--- src/rtl/alu_sched_pkg.sv ---
// alu_sched_pkg: op codes, FSM encoding and op legality check for alu_sched
package alu_sched_pkg;
  localparam logic [2:0] OP_ADD = 3'b001;
  localparam logic [2:0] OP_SUB = 3'b010;
  localparam logic [2:0] OP_AND = 3'b100;
  localparam logic [2:0] OP_OR  = 3'b101;
  localparam logic [2:0] OP_XOR = 3'b110;
  typedef enum logic [1:0] {S_IDLE, S_EXEC, S_RESP} state_t;
  function automatic logic op_legal(input logic [2:0] op);
    return op inside {OP_ADD, OP_SUB, OP_AND, OP_OR, OP_XOR};
  endfunction
endpackage

--- src/rtl/alu_sched_rr_arbiter.sv ---
// rr_arbiter: round-robin pick of the first requester at or above ptr, with wrap
module rr_arbiter #(
  parameter int N  = 4,
  parameter int IW = $clog2(N)
) (
  input  logic [N-1:0]  req,
  input  logic [IW-1:0] ptr,
  output logic [N-1:0]  gnt,
  output logic [IW-1:0] idx,
  output logic          any
);
  always_comb begin
    idx = '0;
    for (int k = N - 1; k >= 0; k--)
      if (req[(int'(ptr) + k) % N]) idx = IW'((int'(ptr) + k) % N);
    any = |req;
    gnt = any ? {{(N-1){1'b0}}, 1'b1} << idx : '0;
  end
endmodule

--- src/rtl/alu_sched.sv ---
// alu_sched: round-robin time-sharing of one ALU; ALU_SCHED_OPCHECK_EN adds rsp_err and illegal-op bypass
module alu_sched
  import alu_sched_pkg::*;
#(
  parameter int W   = 4,
  parameter int N   = 4,
  parameter int LAT = 1,
  parameter int IW  = $clog2(N)
) (
  input  logic           clk,
  input  logic           reset_n,
  input  logic [N-1:0]   req_valid,
  output logic [N-1:0]   req_ready,
  input  logic [3*N-1:0] req_op,
  input  logic [W*N-1:0] req_a,
  input  logic [W*N-1:0] req_b,
  input  logic [N-1:0]   req_ci,
  output logic [2:0]     alu_op,
  output logic [W-1:0]   alu_a,
  output logic [W-1:0]   alu_b,
  output logic           alu_ci,
  input  logic [W-1:0]   alu_y,
  input  logic           alu_co,
  output logic           rsp_valid,
  input  logic           rsp_ready,
  output logic [IW-1:0]  rsp_id,
  output logic [W-1:0]   rsp_y,
  output logic           rsp_co,
`ifdef ALU_SCHED_OPCHECK_EN
  output logic           rsp_err,
`endif
  output logic           busy
);
  state_t        r_state, w_next;
  logic [IW-1:0] r_ptr, w_idx;
  logic [1:0]    r_cnt;
  logic          r_bubble, w_any, w_xfer, w_bad;
  logic [N-1:0]  w_gnt;
  logic [2:0]    w_op;
  rr_arbiter #(.N(N), .IW(IW)) u_arb (
    .req(req_valid), .ptr(r_ptr), .gnt(w_gnt), .idx(w_idx), .any(w_any)
  );
  assign w_op = req_op[3*w_idx +: 3];
`ifdef ALU_SCHED_OPCHECK_EN
  assign w_bad = !op_legal(w_op);
`else
  assign w_bad = 1'b0;
`endif
  assign busy = r_state != S_IDLE;
  // r_bubble blocks the first IDLE cycle after a response is accepted
  always_comb begin
    w_xfer    = r_state == S_IDLE && !r_bubble && w_any;
    req_ready = w_xfer ? w_gnt : '0;
    w_next    = w_xfer ? (w_bad ? S_RESP : S_EXEC)
              : (r_state == S_EXEC && r_cnt == '0) ? S_RESP
              : (r_state == S_RESP && rsp_ready) ? S_IDLE : r_state;
  end
  always_ff @(posedge clk) begin
    if (!reset_n) begin
      r_state   <= S_IDLE;
      r_ptr     <= '0;
      r_cnt     <= '0;
      r_bubble  <= 1'b0;
      rsp_valid <= 1'b0;
      rsp_id    <= '0;
      rsp_y     <= '0;
      rsp_co    <= 1'b0;
      alu_op    <= 3'b000;
      alu_a     <= '0;
      alu_b     <= '0;
      alu_ci    <= 1'b0;
`ifdef ALU_SCHED_OPCHECK_EN
      rsp_err   <= 1'b0;
`endif
    end else begin
      r_state  <= w_next;
      r_bubble <= r_state == S_RESP && rsp_ready;
      if (w_xfer) begin
        r_ptr  <= w_idx == IW'(N - 1) ? '0 : w_idx + 1'b1;
        rsp_id <= w_idx;
`ifdef ALU_SCHED_OPCHECK_EN
        rsp_err <= w_bad;
`endif
        if (w_bad) begin
          rsp_valid <= 1'b1;
          rsp_y     <= '0;
          rsp_co    <= 1'b0;
        end else begin
          alu_op <= w_op;
          alu_a  <= req_a[W*w_idx +: W];
          alu_b  <= req_b[W*w_idx +: W];
          alu_ci <= req_ci[w_idx];
          r_cnt  <= 2'(LAT - 1);
        end
      end
      if (r_state == S_EXEC) begin
        r_cnt <= r_cnt - 1'b1;
        if (r_cnt == '0) begin
          rsp_valid <= 1'b1;
          rsp_y     <= alu_y;
          rsp_co    <= alu_co;
        end
      end
      if (rsp_valid && rsp_ready) rsp_valid <= 1'b0;
    end
  end
endmodule

--- config.mk ---
export PLATFORM = sky130hd
export DESIGN_NAME = alu_sched
export DESIGN_NICKNAME = d
export VERILOG_FILES = /design/src/rtl/alu_sched_pkg.sv /design/src/rtl/alu_sched_rr_arbiter.sv /design/src/rtl/alu_sched.sv
export SDC_FILE = /design/constraint.sdc
export NUM_CORES = 1
export LEC_CHECK = 0
export BUFFER_PORTS_ARGS = -buffer_cell sky130_fd_sc_hd__buf_4
export CORE_ASPECT_RATIO = 1.25
export CORE_UTILIZATION = 46
export CTS_BUF_LIST = sky130_fd_sc_hd__clkbuf_16
export CTS_CLUSTER_DIAMETER = 120
export CTS_CLUSTER_SIZE = 40
export DETAILED_ROUTE_END_ITERATION = 16
export GPL_ROUTABILITY_DRIVEN = 0
export PLACE_DENSITY = 0.84
export SETUP_SLACK_MARGIN = 0.3
export SYNTH_ARGS = -nofsm -noshare
export SYNTH_HDL_FRONTEND = slang
export SYNTH_SLANG_ARGS = --single-unit
--- constraint.sdc ---
create_clock -name clk -period 2.6 [get_ports clk]
set_input_delay 0.52 -clock clk [delete_from_list [all_inputs] [get_ports clk]]
set_output_delay 0.52 -clock clk [all_outputs]
set_load 0.03 [all_outputs]
Word-level counts from Yosys, hierarchy flattened
Cells that the tools add are included.
Storage, ports and cells
  flip-flop bits (word level): 27
  input port bits: 60
  output and inout bits: 25
  word-level logic and storage cells: 79
Cells by class
  add/sub/neg operators: 5
  multipliers: 1
  magnitude comparators: 5
  eq/ne operators: 3
  shifts and indexed selects: 4
  mux-type cells: 25
  bitwise gates (word level): 4
  reduce and logical (&&, ||, !) cells: 19
Operators with widths (count)
  16-bit by 5-bit indexed part select with 4-bit output: 2
  2-bit two-way mux: 9
  3-bit by 4-bit less-than comparator with 1-bit output (second input constant): 3
  12-bit by 5-bit indexed part select with 3-bit output: 1
  1-bit binary-select mux with 2-bit select: 5
  2-bit OR reduction: 5
  1-bit two-way mux: 9
  4-bit two-way mux: 2
  2-bit by 3-bit less-than comparator with 1-bit output (second input constant): 2
  2-bit nonzero test: 3
  1-bit logical AND: 5
  2-bit by 1-bit adder with 2-bit output (second input constant): 2
  2-bit adder (second input constant): 2
  2-bit equality test (second input constant): 2
  2-bit logical NOT: 2
  2-bit by 2-bit multiplier with 4-bit output (first input constant): 1
  4-bit OR reduction: 1
  1-bit by 2-bit << shifter with 4-bit output (first input constant): 1
  1-bit bitwise AND (first input constant): 3
  3-bit nonzero test: 1
  2-bit by 1-bit equality test with 1-bit output (second input constant): 1
  2-bit AND reduction: 1
  2-bit by 1-bit subtractor with 2-bit output (second input constant): 1
  1-bit logical NOT: 1
  1-bit NOT: 1

Depth between registers and ports, before layout
Gate-level depths: netlist of the first run.
  word-level depth: 13
  mapped depth: 8
  depth with buffers taken out: 6

Cells and area by module
Synthesis of the first run repeated with hierarchy kept, for this count alone.
Unflattened totals
  cell total of the unflattened synthesis: 156
  area, all modules: 1554.0 sq um
By module, submodules not included
  alu_sched: times used 1, cells each 123, area each 1342.5 sq um, seq. area each 540.5 sq um
  rr_arbiter: times used 1, cells each 33, area each 211.5 sq um, seq. area each 0.0 sq um

Least setup slack after synthesis of the first run
No wires, ideal clock.
  path kind: input to output
  from: input req_valid[0]
  to: output req_ready[2]
  arrival time: 1967 ps
  required time: 2080 ps
  slack: 113 ps
  stages: 5
  buffers on the path: 2
  path through: a21oi_1 a2bb2oi_2 buf_4 buf_4 nor3b_1
On the way
  word-level cells in the longest chain between the ends: 10
  elaborated cells between the ends (all ways): 20
  classes of those cells: shift: 1; mux: 17; reduce/logical: 2
Ends and longest elaborated chain
  start, declared: line alu_sched.sv:12  | input logic [N-1:0] req_valid,
  1-bit binary-select mux with 2-bit select: line alu_sched_rr_arbiter.sv:15  | if (req[(int'(ptr) + k) % N]) idx = IW'((int'(ptr) + k) % N);
  1-bit two-way mux (not written as such) (2 in a row): line alu_sched_rr_arbiter.sv:15
  2-bit two-way mux (4 in a row): line alu_sched_rr_arbiter.sv:15
  1-bit by 2-bit << shifter with 4-bit output: line alu_sched_rr_arbiter.sv:17  | gnt = any ? {{(N-1){1'b0}}, 1'b1} << idx : '0;
  4-bit two-way mux: line alu_sched_rr_arbiter.sv:17
  4-bit two-way mux *: line alu_sched.sv:53  | req_ready = w_xfer ? w_gnt : '0;
  end, declared: line alu_sched.sv:13  | output logic [N-1:0] req_ready,
Every way passes the cells marked *; elsewhere a longest branch is shown, timed or not. The select of a mux whose other input is x is not followed.

Worst setup path in the final report of the first run
  from: register r_state[0]
  to: output req_ready[2]
On the way
  word-level cells in the longest chain between the ends: 4
Ends and longest elaborated chain
  start, declared: line alu_sched.sv:34  | state_t r_state, w_next;
  start signal, assigned: line alu_sched.sv:76  | r_state <= w_next;
  2-bit logical NOT: line alu_sched.sv:52  | w_xfer = r_state == S_IDLE && !r_bubble && w_any;
  1-bit logical AND (2 in a row): line alu_sched.sv:52
  4-bit two-way mux: line alu_sched.sv:53
No other way between the ends.

==> metrics.md, run 1 <==
| Metric | Value |
|---|---|
| Top cell type's share of synthesized area | `37.2%` |
| Worst Skew | `0.00348 ns` |
| Global-route wire length before repair | `6.32 mm` |
| Ys flop type | `dfxtp_1` |
| I/O Pins | `85` |
| R2r endpoint | `alu_ci` |
| Slew headroom | `67.8%` |
| Diode count | `0` |
| Synth top area cells | `dfxtp_1 (37%), mux2i_1 (21%), o221ai_1 (7.2%)` |
| Simple-Gate Fraction of Synth Area | `20.8%` |
| Vias in the first global route | `1472` |
| Post-DP HPWL | `2.87 mm` |
| Remaining antenna violation count | `0` |
| XOR/XNOR Fraction of Synth Area | `0%` |
| Setup TNS | `0 ns` |
| CTS buffer count | `3` |
| Largest family of logic cells by synthesized area | `multiplexers` |
| Synth Cell Area | `1450 um^2` |
| Power Density | `748 nW/um^2` |
| Syn Area/Cell | `9.81 um^2` |
| Required time of the critical path | `2.08 ns` |
| Post-synthesis adder-cell area fraction | `1.72%` |
| Max cap viols | `0` |
| WHS Path Cells | `2` |
| Actual slew at the worst max-slew pin | `0.482 ns` |
| Setup crit start kind | `register` |
| Post-Syn Instances | `148` |
| Post-route clock period utilization | `87.4%` |
| Hold path start | `rsp_id[0]` |
| Overflow after GRT | `0` |
| Port Buffer Count | `84` |
| Worst VDD drop | `0.554 mV` |
| Critical Path Sink Type | `output pin` |
| R2R Path Start | `r_ptr[1]` |
| Synth Register Bits | `27` |
| Min-Delay Endpoint | `rsp_id[0]` |
| Starting Density | `48.8%` |
| Post-synth EDFFs | `0` |
| Vias post-DR | `1442` |
| CP Class | `reg2out` |
| Leakage | `1.03 nW` |
| Drt total wl | `3.96 mm` |
| Clock-pin slew on the worst setup and hold paths | `0.06 ns` |
| Final Max Slew Viols | `0` |
| DIE AREA | `3390 um^2` |
| Wire per inst | `14.8 um` |
| Syn Nets | `210` |
| Most common cell after layout, fill and taps aside | `buf_4` |
| Initial antenna violation count | `0` |
| Compound-Gate Fraction of Synth Area | `13.8%` |
| Pin count of the biggest net entering global routing | `30` |
| Finished Core Util | `74.7%` |
| Root buf cell | `clkbuf_16` |
| Commonest non-fill, non-tap cells in the layout | `buf_4 (89), mux2i_1 (31), dfxtp_1 (26)` |
| Critical path arrival | `1.75 ns` |
| Htree depth | `1` |
| Die Height | `64.8 um` |
| Sequential area share after synthesis | `37.2%` |
| Setup Viol. Count Final | `0` |
| Post-synth cell types | `30` |
| Outcome | `finished, final reports clean` |
| DR vias/cell | `5.38` |
| Worst-path fanout max | `11` |
| Total Power | `1.66 mW` |
| F_max | `440 MHz` |
| DRT Pass-1 Iters | `4` |
| R2R depth | `7` |
| Die Width | `52.2 um` |
| Share of layout cells above drive strength 1 | `45.3%` |
| TritonCTS clock tree | `done` |
| Fraction of synthesized area in multiplexers | `21.4%` |
| HP Class | `reg2reg` |
| Final nets | `295` |
| Ys async rst share | `0%` |
| RSZ-0062 raised after global routing | `true` |
| P&R area growth vs syn | `53.0%` |
| CTS Sinks | `27` |
| DRT iter0 DRCs | `17` |
| Longest Clk Path Bufs | `2` |
| Hold buffers post-CTS | `0` |
| Core ar. | `2970 um^2` |
| Clk Latency, worst-skew pair | `0.26 ns` |
| Gr usage total | `24.3%` |
| Synth area leader | `dfxtp_1` |
| Synth warn | `0` |
| Final hold viol count | `0` |
| # rows | `22` |
| R2R setup slack | `0.65 ns` |
| Minimum clock period | `2.27 ns` |
| Post-route DRC | `0` |
final cells by class:
class,instances,area [um^2]
Multi-Input combinational cell,109,876
Fill cell,218,752
Timing Repair Buffer,89,668
Sequential cell,27,542
Clock buffer,3,75.1
Tap cell,36,45.0
Inverter,3,11.3
Clock inverter,1,3.75
worst max path at each step:
stage,end,from,slack (ns)
detailed placement,req_ready[3],req_valid[2],0.33
CTS,req_ready[2],r_state[0],0.33
floorplan,req_ready[3],req_valid[0],0.39
finish,req_ready[2],r_state[0],0.33
global placement,req_ready[3],req_valid[2],0.38
global route,req_ready[2],r_state[0],0.26
report_power, final:
part,total [mW],internal [mW],leakage [nW],switching [mW]
logic,0.770,0.347,0.761,0.423
clock network,0.340,0.206,0.0423,0.134
registers,0.552,0.497,0.223,0.0555
per-stage QoR:
stage / hold slack, ns / instance area [um^2] / instances / worst slack, ns
floorplan: 0.487 / 1460 / 148 / 0.393
global placement: 0.458 / 2100 / 260 / 0.376
detailed placement: 0.468 / 2100 / 260 / 0.335
CTS: 0.478 / 2210 / 268 / 0.329
global route: 0.499 / 2220 / 268 / 0.258
finish: 0.469 / 2220 / 268 / 0.327
synth_stat cells (2+ instances only):
cell type,count
o221ai_1,12
buf_4,4
ha_1,2
nand2_1,9
clkbuf_1,3
nand2b_1,2
inv_1,3
buf_2,2
nor3b_1,2
nor2_1,2
a21boi_0,5
dfxtp_1,27
mux2i_1,31
a21oi_1,3
o21ai_0,3
nand3_1,14
nor2b_1,5
nand3b_1,3
and2_1,5
state kept, by name (all words and copies together), names as in the netlist:
name	cells
r_cnt	2
alu_ci	1
rsp_y	4
alu_a	4
rsp_co	1
rsp_valid	1
r_bubble	1
alu_b	4
r_ptr	2
alu_op	3
r_state	2
rsp_id	2
worst max-delay path: stages (launching register included):
cell and delay [ns]:
dfxtp_1 0.35, or2_4 0.29, or3_4 0.48, nor3b_2 0.20, buf_4 0.18
layer usage:
| metal | global-route usage, % | wire length, um | vias up |
|---|---|---|---|
| li1 | - | - | 719 |
| met1 | 24.8 | 1490 | 641 |
| met2 | 47.3 | 1990 | 78 |
| met3 | 7.04 | 443 | 4 |
| met4 | 4.61 | 31 | 0 |
| met5 | 0 | 0 | - |
timing repair:
action	4_1_cts	5_1_grt
setup buffers	3	0
setup endpoints to repair	3	4
cloned	1	0
pin swaps	2	0
gates resized for setup	0	3
hold endpoints to repair	0	0
logic make-up after synthesis:
kind of cell,count (synthesis)
compound gates,25
flops,27
buf+inv,13
simple gates,50
mux,31
fa+ha+maj,2
No activity file was read; power rests on OpenSTA's default activity.
==> run 2: changes to the inputs <==
Settings changed: CORE_MARGIN set to 2.
Clock period 2.6 ns to 2.7 ns, I/O delays scaled along.
==> run 2 against run 1 <==
Combinational power decreased by 4.4%. Critical path depth increased by 1. Worst hold slack worse by 0.0032 ns. Clock power fell by 5%. Setup slack worse by 0.0020 ns. Die area is 7.0% higher. Sequential share of layout area increased by 0.17 points. Critical path type is now in2out. Largest cell class unchanged. Largest power group unchanged.
==> metrics.md, run 2 (synthesized netlist as in run 1, its figures left out) <==
| Metric | Value |
|---|---|
| RSZ-0062 raised after global routing | `false` |
| CTS Sinks | `27 (unchanged)` |
| Htree depth | `1 (unchanged)` |
| Commonest non-fill, non-tap cells in the layout | `buf_4 (90), mux2i_1 (31), dfxtp_1 (26)` |
| Worst-path fanout max | `22 (+11)` |
| Max cap viols | `0 (unchanged)` |
| Drt total wl | `4.02 mm (+1.6%)` |
| Final Cell Area | `2210 um^2 (-0.68%)` |
| Power Density | `720 nW/um^2 (-3.7%)` |
| Actual slew at the worst max-slew pin | `0.555 ns (+0.0736 ns)` |
| Clk Latency, worst-skew pair | `0.26 ns (about the same)` |
| Most common cell after layout, fill and taps aside | `buf_4` |
| Slowest cell delay on critical path | `0.52 ns (+0.04 ns)` |
| DP Worst Slack | `0.363 ns (+0.0288 ns)` |
| Setup Viol. Count Final | `0 (unchanged)` |
| Gr usage total | `21.9% (-2.4 points)` |
| Die Height | `66.8 um (+3.1%)` |
| Initial antenna violation count | `0 (unchanged)` |
| Sequential Area | `542 um^2 (unchanged)` |
| Critical Path Sink Type | `output pin` |
| P&R area growth vs syn | `52.0%` |
| Starting Density | `48.8% (unchanged)` |
| Setup TNS | `0 ns (unchanged)` |
| # rows | `22 (unchanged)` |
| Total Power | `1.59 mW (-4.4%)` |
| Fin worst setup slack | `0.325 ns (-0.00196 ns)` |
| Outcome | `finished, final reports clean` |
| Required time of the critical path | `2.16 ns (+0.08 ns)` |
| DRT Pass-1 Iters | `4 (unchanged)` |
| Overflow after GRT | `0 (unchanged)` |
| Leakage | `1.02 nW (about the same)` |
| Core ar. | `2970 um^2 (unchanged)` |
| Pin count of the biggest net entering global routing | `30 (unchanged)` |
| WHS | `0.465 ns (-0.00323 ns)` |
| DIE AREA | `3620 um^2 (+7.0%)` |
| Final Max Slew Viols | `0 (unchanged)` |
| Global-route wire length before repair | `5.85 mm (-7.4%)` |
| DR vias/cell | `5.46 (+1.5%)` |
| TritonCTS clock tree | `done` |
| Most frequent CP cell | `buf_4` |
| Port Buffer Count | `84 (unchanged)` |
| Remaining antenna violation count | `0 (unchanged)` |
| Root buf cell | `clkbuf_16` |
| Critical-path cell list | `buf_4 -> nor4_1 -> or3_4 -> nor3_1 -> buf_4` |
| Wire per inst | `15.0 um (+1.6%)` |
| HP Class | `reg2reg` |
| Vias post-DR | `1463 (+1.5%)` |
| Vias in the first global route | `1370 (-6.9%)` |
| Critical path arrival | `1.84 ns (+0.09 ns)` |
| Worst VDD drop | `0.556 mV (+0.50%)` |
| CTS buffer count | `3 (unchanged)` |
| Post-DP HPWL | `2.95 mm (+2.6%)` |
| Clock-pin slew on the worst setup and hold paths | `0.06 ns (about the same)` |
| Post-route DRC | `0 (unchanged)` |
| F_max | `421 MHz` |
| Final hold viol count | `0 (unchanged)` |
| Share of layout cells above drive strength 1 | `44.0% (-1.3 points)` |
| Longest Clk Path Bufs | `2 (unchanged)` |
| Minimum clock period | `2.38 ns` |
| Die Width | `54.2 um (+3.8%)` |
| Slew headroom | `62.7% (-5.1 points)` |
| CP max stage cell | `nor4_1` |
| Dpl cell area | `2090 um^2 (-0.60%)` |
| Top Registers | `alu_a (4), alu_b (4), rsp_y (4)` |
| Fillers | `207 (-5.0%)` |
| I/O Pins | `85 (unchanged)` |
| Post-route clock period utilization | `88.0%` |
| Setup crit start kind | `input pin` |
| Final nets | `295 (unchanged)` |
| CP Class | `in2out` |
| Diode count | `0 (unchanged)` |
| Multi-input logic area | `853 um^2 (-2.6%)` |
| DRT iter0 DRCs | `26 (+9)` |
| Worst Skew | `0.00377 ns (+0.000288 ns)` |
## run 2: worst paths after layout
kind                      from      endpoint  slack (ns)  cells past startpoint
setup / recovery  req_valid[3]  req_ready[0]        0.32                      5
hold / removal       rsp_id[1]     rsp_id[1]        0.47                      2
setup reg to reg      r_ptr[0]     alu_op[1]        0.79                      7
hold reg to reg      rsp_id[1]     rsp_id[1]        0.47                      2
## run 2: worst max-delay path: cells and delay by family
kind,cells,cell delay [ns]
simple gates,3,0.99
buf+inv,2,0.29
## run 2: metrics by stage
| step | utilization, % | cells |
|---|---|---|
| after floorplan | - | 148 |
| after global placement | 70.2 | 259 |
| after detailed placement | 70.2 | 259 |
| after CTS | 72.9 | 263 |
| after global routing | 74.2 | 268 |
| final | 74.2 | 268 |
## run 2: repair_timing
item / CTS / global route
gates resized for setup: 0 / 1
endpoints found under the setup margin: 1 / 1
pin swaps: 1 / 2
hold buffers: 0 / 0
setup buffers: 0 / 5
## run 2: report_power, final
group	internal [mW]	switching [mW]	leakage [nW]
clock network	0.198	0.124	0.0423
logic	0.334	0.402	0.760
registers	0.479	0.0527	0.223
total	1.01	0.579	1.02
## run 2: layer usage
layer  track usage [%]  part of all wire, %  up-vias
met5                 0                    0        -
met4              8.44                  2.0        0
met3              3.14                  6.1        6
met2              39.0                   53       64
met1              25.5                   39      676
li1                  -                    -      717
## run 2: layout make-up
class | instances | share of cell area [%]
clock buffer | 3 | 3.40
clock inverter | 1 | 0.170
inverter | 3 | 0.510
multi-input combinational | 108 | 38.7
sequential | 27 | 24.6
timing repair buffer | 90 | 30.6
tap | 36 | 2.04
